==> config.mk <==
export PLATFORM = sky130hd
export DESIGN_NAME = link_input_channel_flat
export DESIGN_NICKNAME = d
export VERILOG_FILES = /design/src/rtl/mesh_pkg.sv /design/src/rtl/link_input_channel_if.sv /design/src/rtl/vc_fifo.sv /design/src/rtl/link_input_channel.sv /design/src/flat_wrapper.sv
export SDC_FILE = /design/constraint.sdc
export NUM_CORES = 1
export LEC_CHECK = 0
export BUFFER_PORTS_ARGS = -buffer_cell sky130_fd_sc_hd__buf_2
export CAP_MARGIN = 0
export CORE_ASPECT_RATIO = 0.9
export CORE_MARGIN = 2
export CORE_UTILIZATION = 52
export DETAILED_ROUTE_END_ITERATION = 16
export PLACE_DENSITY = 0.81
export SYNTH_ARGS = -nofsm -noshare
export SYNTH_HDL_FRONTEND = slang
export SYNTH_HIERARCHICAL = 1
export SYNTH_SLANG_ARGS = --single-unit
==> constraint.sdc <==
create_clock -name clk -period 5.4 [get_ports clk]
set_clock_uncertainty 0.15 [all_clocks]
set_input_delay 1.62 -clock clk [delete_from_list [all_inputs] [get_ports clk]]
set_output_delay 1.62 -clock clk [all_outputs]
set_load 0.02 [all_outputs]
==> src/rtl/mesh_pkg.sv <==
// Shared mesh router definitions.
//   - DEFAULT_PACKET_WIDTH : default flit width.
//   - Flit field positions : vc bit, x/y direction bits, x/y hop-count fields.
//   - One-hot output-port codes : {pe, s, n, w, e} = bits [4:0].
package mesh_pkg;

  localparam int DEFAULT_PACKET_WIDTH = 64;

  // Flit field positions
  localparam int VC_BIT   = 63;
  localparam int XDIR_BIT = 62;  // 0 = east/cw, 1 = west/ccw
  localparam int YDIR_BIT = 61;  // 0 = north,   1 = south
  localparam int HX_MSB   = 55;
  localparam int HX_LSB   = 52;
  localparam int HY_MSB   = 51;
  localparam int HY_LSB   = 48;
  localparam int HOP_W    = 4;

  typedef logic [4:0] port_t;

  localparam port_t PORT_NONE = 5'b00000;
  localparam port_t PORT_E    = 5'b00001;
  localparam port_t PORT_W    = 5'b00010;
  localparam port_t PORT_N    = 5'b00100;
  localparam port_t PORT_S    = 5'b01000;
  localparam port_t PORT_PE   = 5'b10000;

endpackage

==> src/rtl/link_input_channel_if.sv <==
// Bundle between one inbound link/switch allocator and link_input_channel.
//   polarity            : router polarity, toggles every cycle
//   si / ri / di        : link side, flit offered / room available / flit
//   req_valid/port/flit : request to the switch allocator
//   grant               : allocator accepts the presented head flit
//   err                 : sticky protocol error
// Handshake rules: a flit moves on the link when si=1 and ri=1 in the same
// cycle (and its vc bit matches polarity); a head flit leaves when req_valid=1
// and grant=1 in the same cycle. si without ri, or grant without req_valid,
// transfer nothing.
// modport master : link/allocator side; modport slave : the input channel.
interface link_input_channel_if #(
  parameter int PACKET_WIDTH = 64
);
  logic                    polarity;
  logic                    si;
  logic                    ri;
  logic [PACKET_WIDTH-1:0] di;
  logic                    req_valid;
  logic [4:0]              req_port;
  logic [PACKET_WIDTH-1:0] req_flit;
  logic                    grant;
  logic                    err;

  modport master (
    output polarity, si, di, grant,
    input  ri, req_valid, req_port, req_flit, err
  );

  modport slave (
    input  polarity, si, di, grant,
    output ri, req_valid, req_port, req_flit, err
  );
endinterface

==> src/rtl/vc_fifo.sv <==
// Per-virtual-channel flit FIFO.
//   clk, reset (async, active-low)
//   push/din : write an entry (ignored when full)
//   pop      : drop the head entry (ignored when empty)
//   dout     : head entry (valid only while !empty)
//   full/empty status from pointers carrying one extra wrap bit.
module vc_fifo #(
  parameter int PACKET_WIDTH = 64,
  parameter int VC_DEPTH     = 2
) (
  input  logic                    clk,
  input  logic                    reset,
  input  logic                    push,
  input  logic [PACKET_WIDTH-1:0] din,
  input  logic                    pop,
  output logic [PACKET_WIDTH-1:0] dout,
  output logic                    full,
  output logic                    empty
);
  localparam int AW = $clog2(VC_DEPTH);

  logic [PACKET_WIDTH-1:0] r_mem [VC_DEPTH];
  logic [AW:0]             r_wr_ptr;
  logic [AW:0]             r_rd_ptr;
  logic                    w_push;
  logic                    w_pop;

  // Same index with differing wrap bits means the writer is a full lap ahead.
  assign full  = (r_wr_ptr[AW] != r_rd_ptr[AW]) &&
                 (r_wr_ptr[AW-1:0] == r_rd_ptr[AW-1:0]);
  assign empty = (r_wr_ptr == r_rd_ptr);
  assign w_push = push && !full;
  assign w_pop  = pop && !empty;
  assign dout   = r_mem[r_rd_ptr[AW-1:0]];

  always_ff @(posedge clk or negedge reset) begin
    if (!reset) begin
      r_wr_ptr <= '0;
      r_rd_ptr <= '0;
    end else begin
      if (w_push) r_wr_ptr <= r_wr_ptr + (AW+1)'(1);
      if (w_pop)  r_rd_ptr <= r_rd_ptr + (AW+1)'(1);
    end
  end

  // Storage needs no reset: contents are only observed while !empty.
  always_ff @(posedge clk) begin
    if (w_push) r_mem[r_wr_ptr[AW-1:0]] <= din;
  end

endmodule

==> src/rtl/link_input_channel.sv <==
// Input buffer terminating one inbound mesh link.
// Two VC FIFOs; polarity picks the fill VC, ~polarity the drain VC, so one
// FIFO is written while the other is read. The drain head is XY-routed:
// x hops first (e/w), then y hops (n/s), then delivered to pe, with the
// consumed hop field decremented in the presented flit.
//   clk, reset (async, active-low)
//   bus (slave): polarity, si, ri, di, req_valid, req_port, req_flit,
//                grant, err
module link_input_channel
  import mesh_pkg::*;
#(
  parameter int PACKET_WIDTH = DEFAULT_PACKET_WIDTH,
  parameter int VC_DEPTH     = 2
) (
  input  logic                 clk,
  input  logic                 reset,
  link_input_channel_if.slave  bus
);

  logic [1:0]              w_full;
  logic [1:0]              w_empty;
  logic [1:0]              w_push;
  logic [1:0]              w_pop;
  logic [PACKET_WIDTH-1:0] w_dout [2];
  logic                    w_ri;
  logic                    w_vc_ok;
  logic                    w_write;
  logic                    w_proto_err;
  logic                    w_req_valid;
  logic                    w_do_pop;
  logic [PACKET_WIDTH-1:0] w_head;
  port_t                   w_req_port;
  logic [PACKET_WIDTH-1:0] w_req_flit;
  logic                    r_err;

  // ---------------- fill side (VC = polarity) ----------------
  assign w_ri        = bus.polarity ? !w_full[1] : !w_full[0];
  assign w_vc_ok     = (bus.di[VC_BIT] == bus.polarity);
  assign w_write     = bus.si && w_ri && w_vc_ok;
  assign w_proto_err = bus.si && (!w_ri || !w_vc_ok);
  assign w_push      = {w_write && bus.polarity, w_write && !bus.polarity};

  // ---------------- drain side (VC = ~polarity) ----------------
  assign w_req_valid = bus.polarity ? !w_empty[0] : !w_empty[1];
  assign w_head      = bus.polarity ? w_dout[0] : w_dout[1];
  assign w_do_pop    = bus.grant && w_req_valid;
  assign w_pop       = {w_do_pop && !bus.polarity, w_do_pop && bus.polarity};

  vc_fifo #(
    .PACKET_WIDTH (PACKET_WIDTH),
    .VC_DEPTH     (VC_DEPTH)
  ) u_vc0 (
    .clk   (clk),
    .reset (reset),
    .push  (w_push[0]),
    .din   (bus.di),
    .pop   (w_pop[0]),
    .dout  (w_dout[0]),
    .full  (w_full[0]),
    .empty (w_empty[0])
  );

  vc_fifo #(
    .PACKET_WIDTH (PACKET_WIDTH),
    .VC_DEPTH     (VC_DEPTH)
  ) u_vc1 (
    .clk   (clk),
    .reset (reset),
    .push  (w_push[1]),
    .din   (bus.di),
    .pop   (w_pop[1]),
    .dout  (w_dout[1]),
    .full  (w_full[1]),
    .empty (w_empty[1])
  );

  // ---------------- XY route on the drain head ----------------
  // Decrement only touches a nonzero field, so the 4-bit hop never wraps.
  always_comb begin
    w_req_port = PORT_NONE;
    w_req_flit = '0;
    if (w_req_valid) begin
      w_req_flit = w_head;
      if (w_head[HX_MSB:HX_LSB] != '0) begin
        w_req_port = w_head[XDIR_BIT] ? PORT_W : PORT_E;
        w_req_flit[HX_MSB:HX_LSB] = w_head[HX_MSB:HX_LSB] - HOP_W'(1);
      end else if (w_head[HY_MSB:HY_LSB] != '0) begin
        w_req_port = w_head[YDIR_BIT] ? PORT_S : PORT_N;
        w_req_flit[HY_MSB:HY_LSB] = w_head[HY_MSB:HY_LSB] - HOP_W'(1);
      end else begin
        w_req_port = PORT_PE;
      end
    end
  end

  // Sticky until reset: dropped flits cannot be recovered.
  always_ff @(posedge clk or negedge reset) begin
    if (!reset)           r_err <= 1'b0;
    else if (w_proto_err) r_err <= 1'b1;
  end

  assign bus.ri        = w_ri;
  assign bus.req_valid = w_req_valid;
  assign bus.req_port  = w_req_port;
  assign bus.req_flit  = w_req_flit;
  assign bus.err       = r_err;

endmodule

==> src/flat_wrapper.sv <==
// flat-port wrapper written by rule: the top's interface ports become plain ports
module link_input_channel_flat import mesh_pkg::*;
#(
  parameter int PACKET_WIDTH = DEFAULT_PACKET_WIDTH,
  parameter int VC_DEPTH     = 2
)
  (clk, reset, bus_polarity, bus_si, bus_di, bus_grant, bus_ri, bus_req_valid, bus_req_port, bus_req_flit, bus_err);
  link_input_channel_if #(.PACKET_WIDTH(PACKET_WIDTH)) bus_i ();
  input  logic clk;
  input  logic reset;
  input wire logic [$bits(bus_i.polarity)-1:0] bus_polarity;
  input wire logic [$bits(bus_i.si)-1:0] bus_si;
  input wire logic [$bits(bus_i.di)-1:0] bus_di;
  input wire logic [$bits(bus_i.grant)-1:0] bus_grant;
  output wire logic [$bits(bus_i.ri)-1:0] bus_ri;
  output wire logic [$bits(bus_i.req_valid)-1:0] bus_req_valid;
  output wire logic [$bits(bus_i.req_port)-1:0] bus_req_port;
  output wire logic [$bits(bus_i.req_flit)-1:0] bus_req_flit;
  output wire logic [$bits(bus_i.err)-1:0] bus_err;
  assign bus_i.polarity = bus_polarity;
  assign bus_i.si = bus_si;
  assign bus_i.di = bus_di;
  assign bus_i.grant = bus_grant;
  assign bus_ri = bus_i.ri;
  assign bus_req_valid = bus_i.req_valid;
  assign bus_req_port = bus_i.req_port;
  assign bus_req_flit = bus_i.req_flit;
  assign bus_err = bus_i.err;
  link_input_channel #(.PACKET_WIDTH(PACKET_WIDTH), .VC_DEPTH(VC_DEPTH)) u_core (.clk(clk), .reset(reset), .bus(bus_i));
endmodule
=== Word-level counts from Yosys, hierarchy flattened ===
Memory sizes are Yosys's and may differ from the RTL's.
Cells that the tools add are included.

* Multiplexer cells: 16
* $add $sub $neg: 6
* Equality and inequality tests: 7
* Reductions and logical operators: 24

{| class="wikitable"
|+ Operators by type and width
! operator !! number
|-
| 64-bit two-way mux || 2
|-
| 4-bit two-way mux || 4
|-
| 5-bit two-way mux || 3
|-
| 1-bit logical AND || 14
|-
| 2-bit by 1-bit adder with 2-bit output (second input constant) || 4
|-
| 4-bit nonzero test || 2
|-
| 4-bit by 1-bit subtractor with 4-bit output (second input constant) || 2
|-
| 1-bit zero test || 7
|-
| 1-bit two-way mux || 6
|-
| 2-bit == test || 2
|-
| 1-bit == test || 3
|-
| 2-bit two-way mux || 1
|-
| 1-bit inequality test || 2
|-
| 1-bit logical OR || 1
|}

* Register bits after elaboration: 9
* Memories: 2
* Bits in writable memories: 256
* Logic and storage cells: 60
* Output and inout port bits: 72

{| class="wikitable"
|+ Memory list
! memory !! words !! width !! read ports !! clocked after Yosys merged registers in !! wr ports !! RTL line !! source
|-
| u_core.u_vc0.r_mem || 2 || 64 || 1 || 0 || 1 || vc_fifo.sv:22 || <nowiki>logic [PACKET_WIDTH-1:0] r_mem [VC_DEPTH];</nowiki>
|-
| u_core.u_vc1.r_mem || 2 || 64 || 1 || 0 || 1 || vc_fifo.sv:22 ||
|}

=== Depth between registers and ports, before layout ===
Gate-level depths: netlist of the first run.

* Word-level depth: 10
* Gate-level depth with buffers: 9

=== Hierarchy ===
Netlist of the first run, hierarchy kept.

{| class="wikitable"
|+ By module, submodules not included
! module !! cells each !! area each (µm²) !! instances !! seq. area each (µm²)
|-
| vc_fifo || 227 || 4,921.0 || 2 || 3,943.8
|-
| link_input_channel || 192 || 1,426.4 || 1 || 25.0
|}

=== Worst setup path before layout of the first run ===
OpenSTA, ideal clock, no wires.

* Kind: input port to flip-flop
* From: in bus_polarity
* To: mem u_core.u_vc0.r_mem[1][0] (enable)
* Path buffers: 4
* Arrival: 5.982 ns
* Cell stages on the path: 7
* Setup slack: -1.239 ns
* Cells stage by stage: buf_6 > buf_6 > buf_6 > buf_6 > nor4b_1 > nand2_1 > a21oi_1

* Cells in the longest elaborated chain, start to end: 7
* Elaborated cells between the ends (all ways): 9
* Classes of those cells: eq/ne (1); mux (3); reduce/logical (5)

{| class="wikitable"
|+ Ends and longest elaborated chain
! what !! RTL line !! source
|-
| from (decl) || flat_wrapper.sv:11 || <nowiki>input wire logic [$bits(bus_i.polarity)-1:0] bus_polarity;</nowiki>
|-
| 1-bit two-way mux || link_input_channel.sv:37 || <nowiki>assign w_ri = bus.polarity ? !w_full[1] : !w_full[0];</nowiki>
|-
| 1-bit logical AND (2 in a row) || link_input_channel.sv:39 || <nowiki>assign w_write = bus.si && w_ri && w_vc_ok;</nowiki>
|-
| 1-bit logical AND (*) || link_input_channel.sv:41 || <nowiki>assign w_push = {w_write && bus.polarity, w_write && !bus.polarity};</nowiki>
|-
| named net u_core.w_push[0] || link_input_channel.sv:22 || <nowiki>logic [1:0] w_push;</nowiki>
|-
| 1-bit logical AND (*) || vc_fifo.sv:32 || <nowiki>assign w_push = push && !full;</nowiki>
|-
| 1-bit two-way mux (*) || vc_fifo.sv:48 || <nowiki>if (w_push) r_mem[r_wr_ptr[AW-1:0]] <= din;</nowiki>
|-
| 1-bit two-way mux (not written as such) (*) || vc_fifo.sv:48 ||
|-
| to (decl) || vc_fifo.sv:22 ||
|}

Mark *: on every way through the listed nets, which the timed path passes. The rest lies on a longest branch.

=== Worst setup path in the final report of the first run ===
* From: in bus_polarity
* To: out bus_req_flit[49]

* Cells in the longest elaborated chain, start to end: 5
* Elaborated cells between the ends (all ways): 8
* Classes of those cells: add/sub (1); mux (5); reduce/logical (2)

{| class="wikitable"
|+ Ends and longest elaborated chain
! what !! RTL line !! source
|-
| 64-bit two-way mux || link_input_channel.sv:45 || <nowiki>assign w_head = bus.polarity ? w_dout[0] : w_dout[1];</nowiki>
|-
| 4-bit by 1-bit subtractor with 4-bit output / 4-bit nonzero test (equally long branches) || link_input_channel.sv:89, link_input_channel.sv:87 ||
|-
| 4-bit two-way mux || link_input_channel.sv:87 || <nowiki>end else if (w_head[HY_MSB:HY_LSB] != '0) begin</nowiki>
|-
| 4-bit two-way mux || link_input_channel.sv:84 || <nowiki>if (w_head[HX_MSB:HX_LSB] != '0) begin</nowiki>
|-
| 64-bit two-way mux (*) || link_input_channel.sv:82 || <nowiki>if (w_req_valid) begin</nowiki>
|-
| to (decl) || flat_wrapper.sv:18 || <nowiki>output wire logic [$bits(bus_i.req_flit)-1:0] bus_req_flit;</nowiki>
|}

Every way passes the cells marked *; elsewhere a longest branch is shown, timed or not.

==> impl_metrics.json, run 1 <==
{
  "status": "complete, no violations",
  "grt_util_met1": 0.2251,
  "cts_hold_buf": 0,
  "synthesis.area_sq_um": 11270,
  "finalCritPeriodShare": 0.9333,
  "ys_seq_elements": 265,
  "vias": 5858,
  "finalMaxSlewViolations": 0,
  "clock_sinks": 265,
  "multi_input_area_sq_um": 3020,
  "worst_pin_slew_ps": 809.2,
  "crit_buf_inv": 2,
  "hold_slack_ps": 305.7,
  "htree_levels": 1,
  "syn_nets": 717,
  "drive_above_1_share": 0.3542,
  "antenna_found_initial": 5,
  "p_comb_frac": 0.367,
  "grt_pass1_vias": 6141,
  "period_needed_ps": 5040,
  "p_sw_uw": 2484,
  "hold_path_class": "register to register",
  "max_stage_delay_ps": 360,
  "cp.depth": 7,
  "power.total_uw": 6876,
  "crit_end": "bus_req_flit[49]",
  "wl_per_cell_microns": 18.76,
  "path_max_fanout": 18,
  "place_congestion": 0.7436,
  "vdd_drop_max_v": 0.0003633,
  "synthCells": 646,
  "clkTransAtPathRegs_ps": 60,
  "swShare": 0.3612,
  "p_leak_uw": 0.004735,
  "clock_tree.buffer_depth": 3,
  "nNetsFinal": 864,
  "io_buffers": 140,
  "die_width_microns": 159.2,
  "grt_util_met3": 0.05310,
  "hold_viol": 0,
  "reg2reg_to": "u_core/u_vc0/r_mem[1][35]$_DFFE_PP_",
  "tns_ps": 0,
  "pwr-share-seq": 0.390,
  "worst-setup-path-type": "input port to output pin",
  "core_sq_um": 21440,
  "cts_setup_buffers": 0,
  "worstPathRequired_ps": 3630,
  "dieArea_sq_um": 22860,
  "setup.worst_path.start_class": "input port",
  "synth-main-ff-cell": "edfxtp_1",
  "cts_tree": "yes",
  "ff2ff_path_depth": 6,
  "grt_use_total": 0.1824,
  "first_iter_violations": 313,
  "io_pins": 141,
  "via_per_inst": 5.301,
  "r2r_slack_ps": 2090,
  "p_per_area_nw_per_um2": 532.4,
  "fin_ws_ps": 359.9,
  "root_buffer": "clkbuf_16",
  "seq_area_sq_um": 7920,
  "grt_overflow_total": 0,
  "clkLatencyLatePin_ps": 520,
  "crit_chain": "buf_4 -> mux2i_1 -> ha_1 -> o21a_1 -> a21boi_2 -> a311oi_2 -> buf_2",
  "place_hpwl_mm": 12.63,
  "synth-edff-count": 256,
  "ys_types": 46,
  "grt_pass1_wl_mm": 32.57,
  "maxCapViolations": 0,
  "final_antenna_net_count": 0,
  "drt_wl_total_mm": 20.73,
  "grt_max_degree": 50,
  "ys_seq_area_frac": 0.7022,
  "ys.warnings.count": 6,
  "timing.fmax_mhz": 198.4,
  "endpoint_kind": "output pin",
  "cts_inserted_buffers": 27,
  "postCtsResizedCells": 0,
  "power.share.clock": 0.243,
  "path_delay_family": "compound AO/OA/AOI/OAI gates",
  "syn_area_per_cell_sq_um": 17.44,
  "internal_power_uw": 4393,
  "start_util": 0.5256,
  "drcViolationCount": 0,
  "synthArstFlopShare": 0.03396,
  "setup_viol": 0,
  "rr_startpoint": "u_core/u_vc0/r_rd_ptr[0]$_DFFE_PN0P_",
  "final_util": 0.6024,
  "rows": 51,
  "grt.busiest_layer": "met2",
  "arrival_ps": 3270,
  "dr.pass1.iters": 4,
  "place_ws_ps": 330.9,
  "global_route.usage.met2": 0.3213,
  "n_fill_cell": 1640,
  "slew-limit-headroom": 0.4605,
  "startpoint": "bus_polarity",
  "die_y_microns": 143.7,
  "rsz0062_at_grt": "no",
  "syn2layout_area_growth_pct": 14.62,
  "crit_slowest_cell": "o21a_1"
}
==> through the flow <==
step	area [sq um]	instances
floorplan	11290	646
global placement	12110	1055
detailed placement	12110	1055
CTS	12910	1104
global route	12910	1104
finish	12920	1105
==> sequential cells by signal, summed over array words and instances, names as in the netlist <==
signal,cells
u_core/u_vc0/r_rd_ptr,2
u_core/u_vc0/r_mem,128
u_core/u_vc0/r_wr_ptr,2
u_core/bus.err,1
u_core/u_vc1/r_wr_ptr,2
u_core/u_vc1/r_mem,128
u_core/u_vc1/r_rd_ptr,2
==> Yosys cell counts (5+ instances only) <==
cell | count | share of area
xor2_1 | 5 | 0.0039
nor3_1 | 5 | 0.0022
a21oi_1 | 9 | 0.0040
dfrtp_1 | 9 | 0.020
nor2_1 | 67 | 0.022
mux2_1 | 54 | 0.054
buf_6 | 27 | 0.027
nand2_1 | 8 | 0.0027
mux2i_1 | 66 | 0.059
o21ai_1 | 7 | 0.0031
mux2_2 | 76 | 0.076
buf_2 | 6 | 0.0027
edfxtp_1 | 256 | 0.68
==> logic make-up (layout without fill, tap and decap cells) <==
family                   Yosys count  after routing  share of synthesized area
flip-flops                       265            265                     0.7022
XOR/XNOR                          11             11                   0.009882
AND/OR/NAND/NOR                  102            102                    0.04308
multiplexers                     197            197                     0.1899
buffers and inverters             36            203                    0.03287
other                              0              1                          0
adder cells (fa/ha/maj)            2              2                   0.002220
AO/OA/AOI/OAI                     33             33                    0.01988
==> worst min path at each step <==
stage | from | to | cells past startpoint
finish | u_core/bus.err$_DFFE_PN0P_ | u_core/bus.err$_DFFE_PN0P_ | 1
global route | u_core/bus.err$_DFFE_PN0P_ | u_core/bus.err$_DFFE_PN0P_ | 1
CTS | u_core/bus.err$_DFFE_PN0P_ | u_core/bus.err$_DFFE_PN0P_ | 1
detailed placement | u_core/bus.err$_DFFE_PN0P_ | u_core/bus.err$_DFFE_PN0P_ | 1
global placement | u_core/bus.err$_DFFE_PN0P_ | u_core/bus.err$_DFFE_PN0P_ | 1
floorplan | u_core/bus.err$_DFFE_PN0P_ | u_core/bus.err$_DFFE_PN0P_ | 1
==> power groups by stage <==
stage          registers (uW)  clock network (uW)  logic, uW
6_report                 2680                1670       2530
4_1_cts                  2680                1700       2560
3_3_place_gp             2710                   0       2520
2_1_floorplan            2580                   0       2050
5_1_grt                  2710                1780       2760
3_5_place_dp             2730                   0       2550
==> layout by cell type, fill, tap and decap left out, types with 3 or more instances in the layout <==
cell       netlist  layout
nor2_1          67      67
xnor2_1          4       4
xor2_1           5       5
clkbuf_16        0      27
dfrtp_1          9       7
nand3_1          3       3
buf_4            0      14
clkbuf_1         0       7
clkinv_2         0       7
clkinv_1         0       5
a21oi_1          9       7
o21ai_1          7       7
mux2_2          76      76
a21o_1           3       3
edfxtp_1       256     256
mux2_1          54      54
buf_2            6     139
mux2i_1         66      66
nand2_1          8       8
nor3b_4          1       3
nor3_1           5       5
==> per-layer routing <==
| metal | up-vias | wire length [microns] |
|---|---|---|
| li1 | 2755 | - |
| met1 | 2893 | 8432 |
| met2 | 165 | 10320 |
| met3 | 39 | 1569 |
| met4 | 6 | 382 |
| met5 | - | 28 |
==> final cells by class <==
class | instances | share of cell area
diodes | 1 | 0.0001937
well taps | 291 | 0.02819
clock inverters | 15 | 0.007750
repair buffers | 153 | 0.06200
inverters | 1 | 0.0004844
flip-flops and latches | 265 | 0.6132
clock buffers | 34 | 0.05434
multi-input cells | 345 | 0.2338
Note: power is estimated with default switching activity, not from simulation.
==> inputs of run 2 (changes only) <==
--- a/config.mk
+++ b/config.mk
@@ -5,8 +5,8 @@
 export SDC_FILE = /design/constraint.sdc
 export NUM_CORES = 1
 export LEC_CHECK = 0
-export BUFFER_PORTS_ARGS = -buffer_cell sky130_fd_sc_hd__buf_2
-export CAP_MARGIN = 0
+export BUFFER_PORTS_ARGS = -buffer_cell sky130_fd_sc_hd__buf_4
+export CAP_MARGIN = 25
 export CORE_ASPECT_RATIO = 0.9
 export CORE_MARGIN = 2
 export CORE_UTILIZATION = 52
==> run 2 against run 1 <==
Net effect:
- via count rose by 0.60%
- largest cell class unchanged
- combinational power is 9.9% higher
- critical path depth is the same
- clock power grew 8%
- die area did not move
- first-iteration DRC count shrank 19%
==> impl_metrics.json, run 2 (synthesis gave the netlist of run 1 again) <==
{
  "final_cells": 1108,
  "status": "complete, no violations",
  "first_iter_violations": 252,
  "nNetsFinal": 867,
  "syn2layout_area_growth_pct": 18.75,
  "core_sq_um": 21440,
  "layout_common_cells": "edfxtp_1, buf_4, mux2_2",
  "grt_use_total": 0.1841,
  "final_antenna_net_count": 0,
  "crit_slowest_cell": "o21a_1",
  "worst-setup-path-type": "input port to output pin",
  "die_width_microns": 159.2,
  "root_buffer": "clkbuf_16",
  "clock_tree.buffer_depth": 3,
  "clock_sinks": 265,
  "setup.worst_path.start_class": "input port",
  "drt_wl_total_mm": 21.20,
  "crit_top_cell": "buf_4",
  "vdd_drop_max_v": 0.0003528,
  "wl_per_cell_microns": 19.13,
  "clkLatencyLatePin_ps": 520,
  "hold_viol": 0,
  "timing.fmax_mhz": 196.8,
  "max_stage_delay_ps": 380,
  "drcViolationCount": 0,
  "grt_max_degree": 65,
  "power.total_uw": 7291,
  "hold_path_class": "register to register",
  "finalMaxSlewViolations": 0,
  "tns_ps": 0,
  "postCtsResizedCells": 0,
  "cts_inserted_buffers": 27,
  "place_hpwl_mm": 12.58,
  "grt_pass1_vias": 6064,
  "maxCapViolations": 0,
  "start_util": 0.5256,
  "path_max_fanout": 17,
  "clkTransAtPathRegs_ps": 60,
  "worstPathRequired_ps": 3630,
  "crit_buf_inv": 2,
  "vias": 5893,
  "dieArea_sq_um": 22860,
  "cts_hold_buf": 0,
  "layout_commonest_cell": "edfxtp_1",
  "rsz0062_at_grt": "no",
  "arrival_ps": 3310,
  "dp_cells": 1058,
  "endpoint_kind": "output pin",
  "slew-limit-headroom": 0.4572,
  "io_buffers": 140,
  "p_per_area_nw_per_um2": 544.8,
  "finalCritPeriodShare": 0.9409,
  "path_delay_family": "compound AO/OA/AOI/OAI gates",
  "final_util": 0.6241,
  "cts_tree": "yes",
  "place_congestion": 0.7758,
  "crit_chain": "buf_4 -> mux2i_1 -> ha_1 -> o21a_1 -> a21boi_2 -> a311oi_2 -> buf_4",
  "grt_overflow_total": 0,
  "dr.pass1.iters": 4,
  "n_antenna_cell": 0,
  "cts_setup_buffers": 0,
  "p_leak_uw": 0.004895,
  "rows": 51,
  "die_y_microns": 143.7,
  "worst_pin_slew_ps": 814.2,
  "grt_pass1_wl_mm": 32.59,
  "antenna_found_initial": 1,
  "io_pins": 141,
  "drive_above_1_share": 0.3599,
  "setup_viol": 0,
  "htree_levels": 1,
  "n_fill_cell": 1579,
  "period_needed_ps": 5081,
  "via_per_inst": 5.319
}
-- run 2: cell types whose count changed in the layout (fill, tap and decap cells not counted) --
cell	change
clkinv_1	+1
buf_12	+2
clkbuf_1	-3
inv_16	+1
buf_4	+140
bufinv_16	+2
buf_2	-139
diode_2	-1
-- run 2: path summary, 6_finish.rpt --
kind	slack [ps]	from	depth (start not counted)	end
max	320	bus_polarity	7	bus_req_flit[49]
min	340	u_core/bus.err$_DFFE_PN0P_	1	u_core/bus.err$_DFFE_PN0P_
max reg2reg	2070	u_core/u_vc0/r_rd_ptr[0]$_DFFE_PN0P_	6	u_core/u_vc0/r_mem[1][53]$_DFFE_PP_
min reg2reg	340	u_core/bus.err$_DFFE_PN0P_	1	u_core/bus.err$_DFFE_PN0P_
max in group asynchronous	4170	reset	1	u_core/u_vc1/r_rd_ptr[0]$_DFFE_PN0P_
min in group asynchronous	770	reset	1	u_core/u_vc1/r_wr_ptr[0]$_DFFE_PN0P_
-- run 2: layout make-up --
type | count | area [sq um] | share of cell area
Tap cell | 291 | 364.1 | 0.02721
Clock inverter | 19 | 183.9 | 0.01374
Inverter | 1 | 6.256 | 0.0004675
Sequential cell | 265 | 7920 | 0.5919
Clock buffer | 31 | 690.7 | 0.05161
Timing Repair Buffer | 156 | 1196 | 0.08939
Multi-Input combinational cell | 345 | 3020 | 0.2257
-- run 2: stage by stage --
step                setup slack, ps  hold slack [ps]  instance area, sq um
floorplan                     146.5            415.4                 11290
global placement              415.6            295.5                 12510
detailed placement            328.9            336.7                 12510
CTS                           334.7            349.6                 13380
global route                  198.1            367.2                 13380
finish                        319.3            338.3                 13380
-- run 2: layer usage --
metal / wire length, microns / track usage / vias up
li1: - / - / 2770
met1: 8689 / 0.2289 / 2925
met2: 10470 / 0.3206 / 164
met3: 1643 / 0.05570 / 32
met4: 382 / 0.04306 / 2
met5: 16 / 0 / -
-- run 2: power by group --
part / switching, uW / internal, uW / leakage, uW
Combinational: 1590 / 1190 / 0.00205
Sequential: 232 / 2480 / 0.00242
Clock: 735 / 1070 / 0.000431
Total: 2550 / 4740 / 0.00489
